<file path="src/rtl/ps2_host_tx.sv">
// PS/2 host-to-device transmitter: inhibits the bus, issues a request-to-send,
// clocks one odd-parity frame out on the device's clock and checks the ACK bit.
//
// state     | meaning
// ----------+---------------------------------------------------------------
// IDLE      | bus released, waiting for start
// INHIBIT   | host holds clock low; data pulled low on the final cycle
// REQ       | clock released, data low (start bit), waiting for first fall
// SEND      | shifting data, parity and stop bits out on device falls
// ACK       | data released, sampling the device ACK on the next rising clock
// WAIT_IDLE | waiting for clock and data both high before reporting done
// FAIL      | one-cycle error report (NACK or timeout), bus released
module ps2_host_tx #(
    parameter int unsigned INHIBIT_CYCLES = 2500,
    parameter int unsigned TIMEOUT_CYCLES = 375000
) (
    input  logic       clk,
    input  logic       nreset,
    input  logic       start,
    input  logic [7:0] data,
    output logic       busy,
    output logic       done,
    output logic       error,
    input  logic       ps2c_in,
    input  logic       ps2d_in,
    output logic       ps2c_low,
    output logic       ps2d_low
);
    typedef enum logic [2:0] {
        S_IDLE, S_INHIBIT, S_REQ, S_SEND, S_ACK, S_WAIT_IDLE, S_FAIL
    } state_t;

    localparam logic [18:0] INH_LAST = 19'(INHIBIT_CYCLES - 1);
    localparam logic [18:0] INH_PRE  = 19'(INHIBIT_CYCLES - 2);
    localparam logic [18:0] TO_LIMIT = 19'(TIMEOUT_CYCLES);

    state_t      state_q, state_d;
    logic [2:0]  sync_c_q, sync_c_d;
    logic [1:0]  sync_d_q, sync_d_d;
    logic [9:0]  frame_q, frame_d;
    logic [3:0]  idx_q, idx_d;
    logic [18:0] cnt_q, cnt_d;
    logic        busy_q, busy_d;
    logic        done_q, done_d;
    logic        error_q, error_d;
    logic        ps2c_low_q, ps2c_low_d;
    logic        ps2d_low_q, ps2d_low_d;

    logic        c_sync, c_prev, d_sync, fall, rise, timeout;
    logic [18:0] cnt_inc;

    assign c_sync  = sync_c_q[1];
    assign c_prev  = sync_c_q[2];
    assign d_sync  = sync_d_q[1];
    assign fall    = c_prev & ~c_sync;
    assign rise    = ~c_prev & c_sync;
    assign cnt_inc = cnt_q + 19'd1;
    assign timeout = (state_q inside {S_REQ, S_SEND, S_ACK, S_WAIT_IDLE})
                     && !fall && (cnt_inc == TO_LIMIT);

    always_ff @(posedge clk) begin
        if (!nreset) begin
            state_q <= S_IDLE;
        end else begin
            state_q <= state_d;
        end
    end

    always_comb begin
        state_d = state_q;
        case (state_q)
            S_IDLE, S_FAIL: state_d = start ? S_INHIBIT : S_IDLE;
            S_INHIBIT:      if (cnt_q == INH_LAST) state_d = S_REQ;
            S_REQ:          if (fall) state_d = S_SEND;
            S_SEND:         if (fall && idx_q == 4'd10) state_d = S_ACK;
            S_ACK:          if (rise) state_d = d_sync ? S_FAIL : S_WAIT_IDLE;
            S_WAIT_IDLE:    if (c_sync && d_sync) state_d = S_IDLE;
            default:        state_d = S_IDLE;
        endcase
        if (timeout) state_d = S_FAIL;
    end

    // Outputs are computed from the next state so every pad enable is a flop.
    always_comb begin
        sync_c_d   = {sync_c_q[1:0], ps2c_in};
        sync_d_d   = {sync_d_q[0], ps2d_in};
        frame_d    = frame_q;
        idx_d      = idx_q;
        cnt_d      = cnt_q;
        ps2d_low_d = ps2d_low_q;
        case (state_q)
            S_IDLE, S_FAIL: begin
                if (start) begin
                    frame_d = {1'b1, ~^data, data};
                    idx_d   = 4'd0;
                    cnt_d   = 19'd0;
                end
            end
            S_INHIBIT: begin
                cnt_d = (cnt_q == INH_LAST) ? 19'd0 : cnt_inc;
                if (cnt_q == INH_PRE) ps2d_low_d = 1'b1;
            end
            S_REQ, S_SEND, S_ACK, S_WAIT_IDLE: begin
                cnt_d = fall ? 19'd0 : cnt_inc;
                if (fall && state_q == S_REQ) begin
                    ps2d_low_d = ~frame_q[0];
                    idx_d      = 4'd1;
                end
                if (fall && state_q == S_SEND && idx_q != 4'd10) begin
                    ps2d_low_d = ~frame_q[idx_q];
                    idx_d      = idx_q + 4'd1;
                end
            end
            default: ;
        endcase
        if (state_d inside {S_IDLE, S_FAIL, S_ACK, S_WAIT_IDLE}) ps2d_low_d = 1'b0;
        ps2c_low_d = (state_d == S_INHIBIT);
        busy_d     = !(state_d inside {S_IDLE, S_FAIL});
        done_d     = (state_q == S_WAIT_IDLE) && (state_d == S_IDLE);
        error_d    = (state_d == S_FAIL);
    end

    always_ff @(posedge clk) begin
        if (!nreset) begin
            sync_c_q   <= 3'b111;
            sync_d_q   <= 2'b11;
            frame_q    <= '0;
            idx_q      <= '0;
            cnt_q      <= '0;
            busy_q     <= 1'b0;
            done_q     <= 1'b0;
            error_q    <= 1'b0;
            ps2c_low_q <= 1'b0;
            ps2d_low_q <= 1'b0;
        end else begin
            sync_c_q   <= sync_c_d;
            sync_d_q   <= sync_d_d;
            frame_q    <= frame_d;
            idx_q      <= idx_d;
            cnt_q      <= cnt_d;
            busy_q     <= busy_d;
            done_q     <= done_d;
            error_q    <= error_d;
            ps2c_low_q <= ps2c_low_d;
            ps2d_low_q <= ps2d_low_d;
        end
    end

    assign busy     = busy_q;
    assign done     = done_q;
    assign error    = error_q;
    assign ps2c_low = ps2c_low_q;
    assign ps2d_low = ps2d_low_q;
endmodule
</file>
<file path="config.mk">
export PLATFORM = sky130hd
export DESIGN_NAME = ps2_host_tx
export DESIGN_NICKNAME = d
export VERILOG_FILES = /design/src/rtl/ps2_host_tx.sv
export SDC_FILE = /design/constraint.sdc
export NUM_CORES = 1
export LEC_CHECK = 0
export CAP_MARGIN = 10
export CORE_MARGIN = 10
export CORE_UTILIZATION = 40
export DETAILED_ROUTE_END_ITERATION = 7
export PLACE_DENSITY = 0.58
export SLEW_MARGIN = 20
export SYNTH_ARGS = -nofsm -noshare
export SYNTH_HDL_FRONTEND = slang
export SYNTH_SLANG_ARGS = --single-unit
</file>
<file path="constraint.sdc">
create_clock -name clk -period 3.1 [get_ports clk]
set_clock_uncertainty 0.1 [all_clocks]
set_input_delay 0.31 -clock clk [delete_from_list [all_inputs] [get_ports clk]]
set_output_delay 0.31 -clock clk [all_outputs]
set_load 0.05 [all_outputs]
</file>
==> impl_metrics.json <==
{
  "min_from": "sync_c_q[0]",
  "power_mw": 1.15,
  "worstSkewPairLatency_ns": 0.31,
  "cts_tree": "built",
  "dieArea_um2": 10700,
  "drt-pass1-iter-count": 4,
  "maxCapViolCount": 0,
  "drc": 0,
  "clock.fmax_ghz": 0.394,
  "antenna_found_initial": 0,
  "synth_top_area_cell": "dfxtp_1",
  "finalSetupTns_ns": 0,
  "gp_congestion": 0.868,
  "die_y_um": 104,
  "io_pins": 18,
  "vias": 2435,
  "drv_slew": 0,
  "dp.cells": 436,
  "grt_pass1_vias": 2215,
  "power_density_nw_per_um2": 373,
  "status": "finished clean",
  "cts_buffers": 5,
  "avgRoutedWirePerCell_um": 14.8,
  "die_x_um": 104,
  "nets": 365,
  "critPathRequiredTime_ns": 3.17,
  "synth_common_cells": "dfxtp_1, nand2_1, nor2_1",
  "htreeDepth": 2,
  "synth_fp_nets": 364,
  "crit_type": "reg -> reg",
  "drt-vias-per-instance": 5.48,
  "rows": 30,
  "cts_sinks": 46,
  "drive_gt1_share_pct": 8.62,
  "drt_iter0_markers": 181,
  "worstMarginPinSlew_ns": 0.729,
  "gr-usage-all-layers_pct": 12.0,
  "coreArea_um2": 6790,
  "endpoint": "ps2d_low",
  "r2r_start": "cnt_q[0]",
  "min_period_ns": 2.54,
  "worst_hold_path_type": "reg -> reg",
  "reg2reg_depth": 6,
  "fin_crit_sh_pct": 82.0,
  "area_growth_pct": 9.96,
  "synth_edf_count": 0,
  "synthTopCellsByArea": "dfxtp_1, nand2_1, nor2_1",
  "cts.path.max_buffers": 2,
  "critPathCaptureType": "register",
  "reg2reg_to": "ps2d_low",
  "synth_top_area_share_pct": 32.9,
  "crit_path_start_kind": "register",
  "yosysSeqAreaShare_pct": 32.9,
  "max-vdd-ir-drop_mv": 0.152,
  "grt_pass1_wl_um": 11300,
  "avgSynthCellArea_um2": 8.09,
  "grt_remaining_overflow": 0,
  "ant_nets": 0,
  "seq_area_um2": 921,
  "initial_core_util_pct": 41.2,
  "rsz0062_at_grt": "false",
  "startpoint": "cnt_q[0]",
  "n_antenna_cell": 0,
  "grt_max_degree": 23,
  "crit_fanout": 6,
  "wirelength_um": 6570,
  "async_reset_ff_share_pct": 0,
  "setup_violations": 0,
  "ys_ff_latch": 46,
  "synth.distinct_cells": 57,
  "n_fill_cell": 684,
  "postCtsSetupRepairBufs": 0,
  "dp_hpwl_um": 4810,
  "numPortBuffers": 17,
  "path_clk_slew_ns": 0.10,
  "synth_cells": 346,
  "cts_hold_buf": 0,
  "r2r_slack_ns": 0.56,
  "stdcell_count": 444,
  "cts_resized": 0,
  "final-hold-violation-count": 0,
  "cp.arrival_ns": 2.61,
  "ys_warn_count": 0,
  "multi_input_area_um2": 1700,
  "synth_ff_type": "dfxtp_1",
  "syn_area_um2": 2800,
  "root_buffer": "clkbuf_8",
  "max_slew_margin_pct": 51.4,
  "p_leak_nw": 1.05
}
## cell type report
class	count	share of cell area (%)
multi-input cells	260	55.1
flip-flops and latches	46	29.9
repair buffers	21	6.50
well taps	96	3.90
clock buffers	5	2.23
inverters	13	1.58
clock inverters	3	0.772
## routing by layer
layer | up-vias | global-route usage [%] | wire, um
li1 | 1245 | - | -
met1 | 1131 | 16.8 | 3250
met2 | 54 | 18.7 | 2940
met3 | 5 | 2.23 | 337
met4 | 0 | 2.49 | 45
met5 | - | 0 | 0
## through the flow
stage          util (%)  area (um2)  hold slack [ns]  setup slack [ns]
2_1_floorplan         -        2800            0.286             0.956
3_3_place_gp       44.0        2990            0.288             0.606
3_5_place_dp       44.0        2990            0.294             0.569
4_1_cts            45.3        3080            0.318             0.548
5_1_grt            45.3        3080            0.333             0.300
6_report           45.3        3080            0.316             0.560
## cell families (layout without fill, tap and decap cells)
logic type	after synthesis	in the layout	share of synthesized area, %
compound gates	68	68	16.4
mux	10	10	4.51
buf+inv	40	42	6.52
simple gates	165	165	33.6
xor+xnor	12	12	3.75
fa+ha+maj	5	5	2.23
flops	46	46	32.9
## cell usage in the layout (no fill, tap or decap), types with 2 or more instances in the layout
| cell type | netlist | routed |
|---|---|---|
| a31oi_1 | 9 | 9 |
| nand3_1 | 18 | 18 |
| nor4_4 | 3 | 3 |
| clkdlybuf4s50_1 | 0 | 17 |
| nand2b_1 | 10 | 10 |
| buf_4 | 6 | 4 |
| or2_2 | 2 | 2 |
| nand4b_1 | 4 | 4 |
| o22ai_1 | 3 | 3 |
| a211oi_1 | 2 | 2 |
| xnor2_1 | 9 | 9 |
| or3_1 | 4 | 4 |
| and3_1 | 2 | 2 |
| inv_1 | 13 | 13 |
| nor2_1 | 27 | 27 |
| nand3b_1 | 2 | 2 |
| a22o_1 | 2 | 2 |
| o2111ai_1 | 2 | 2 |
| a22oi_1 | 5 | 5 |
| o21a_1 | 2 | 2 |
| nor4_2 | 2 | 2 |
| nand4_1 | 9 | 9 |
| mux2i_1 | 7 | 7 |
| nor4_1 | 7 | 7 |
| nor4b_1 | 5 | 5 |
| and2_1 | 2 | 2 |
| a21oi_1 | 14 | 14 |
| o211a_1 | 2 | 2 |
| xor2_1 | 3 | 3 |
| dfxtp_1 | 46 | 46 |
| mux4_2 | 2 | 2 |
| o211ai_1 | 6 | 6 |
| nor3b_1 | 3 | 3 |
| ha_1 | 5 | 5 |
| clkbuf_8 | 0 | 5 |
| o21ai_0 | 10 | 10 |
| clkinvlp_4 | 0 | 2 |
| nor2b_1 | 4 | 4 |
| nor3_1 | 9 | 9 |
| nand2_1 | 46 | 46 |
## where the power goes
group | internal [mW] | switching, mW
registers | 0.608 | 0.0149
clock network | 0.162 | 0.230
logic | 0.0578 | 0.0758
## critical path, stage by stage (launching register included)
cell and delay (ns):
dfxtp_1 0.48, ha_1 0.32, nand2_1 0.20, nor4_4 0.44, a31oi_2 0.19, nor4_2 0.57, nor4b_1 0.12
## registers in the layout, indices dropped and copies added (netlist names)
signal    flops
cnt_q        19
ps2d_low      1
busy          1
idx_q         4
frame_q      10
ps2c_low      1
error         1
state_q       3
done          1
sync_d_q      2
sync_c_q      3
## worst min-delay path by stage
stage                  endpoint  slack (ns)  depth (start not counted)
floorplan           sync_c_q[1]        0.29                          1
global placement    sync_d_q[1]        0.29                          1
detailed placement  sync_d_q[1]        0.29                          1
CTS                 sync_d_q[1]        0.32                          1
global route        sync_d_q[1]        0.33                          1
finish              sync_c_q[1]        0.32                          1
Note: power is estimated with default switching activity, not from simulation.
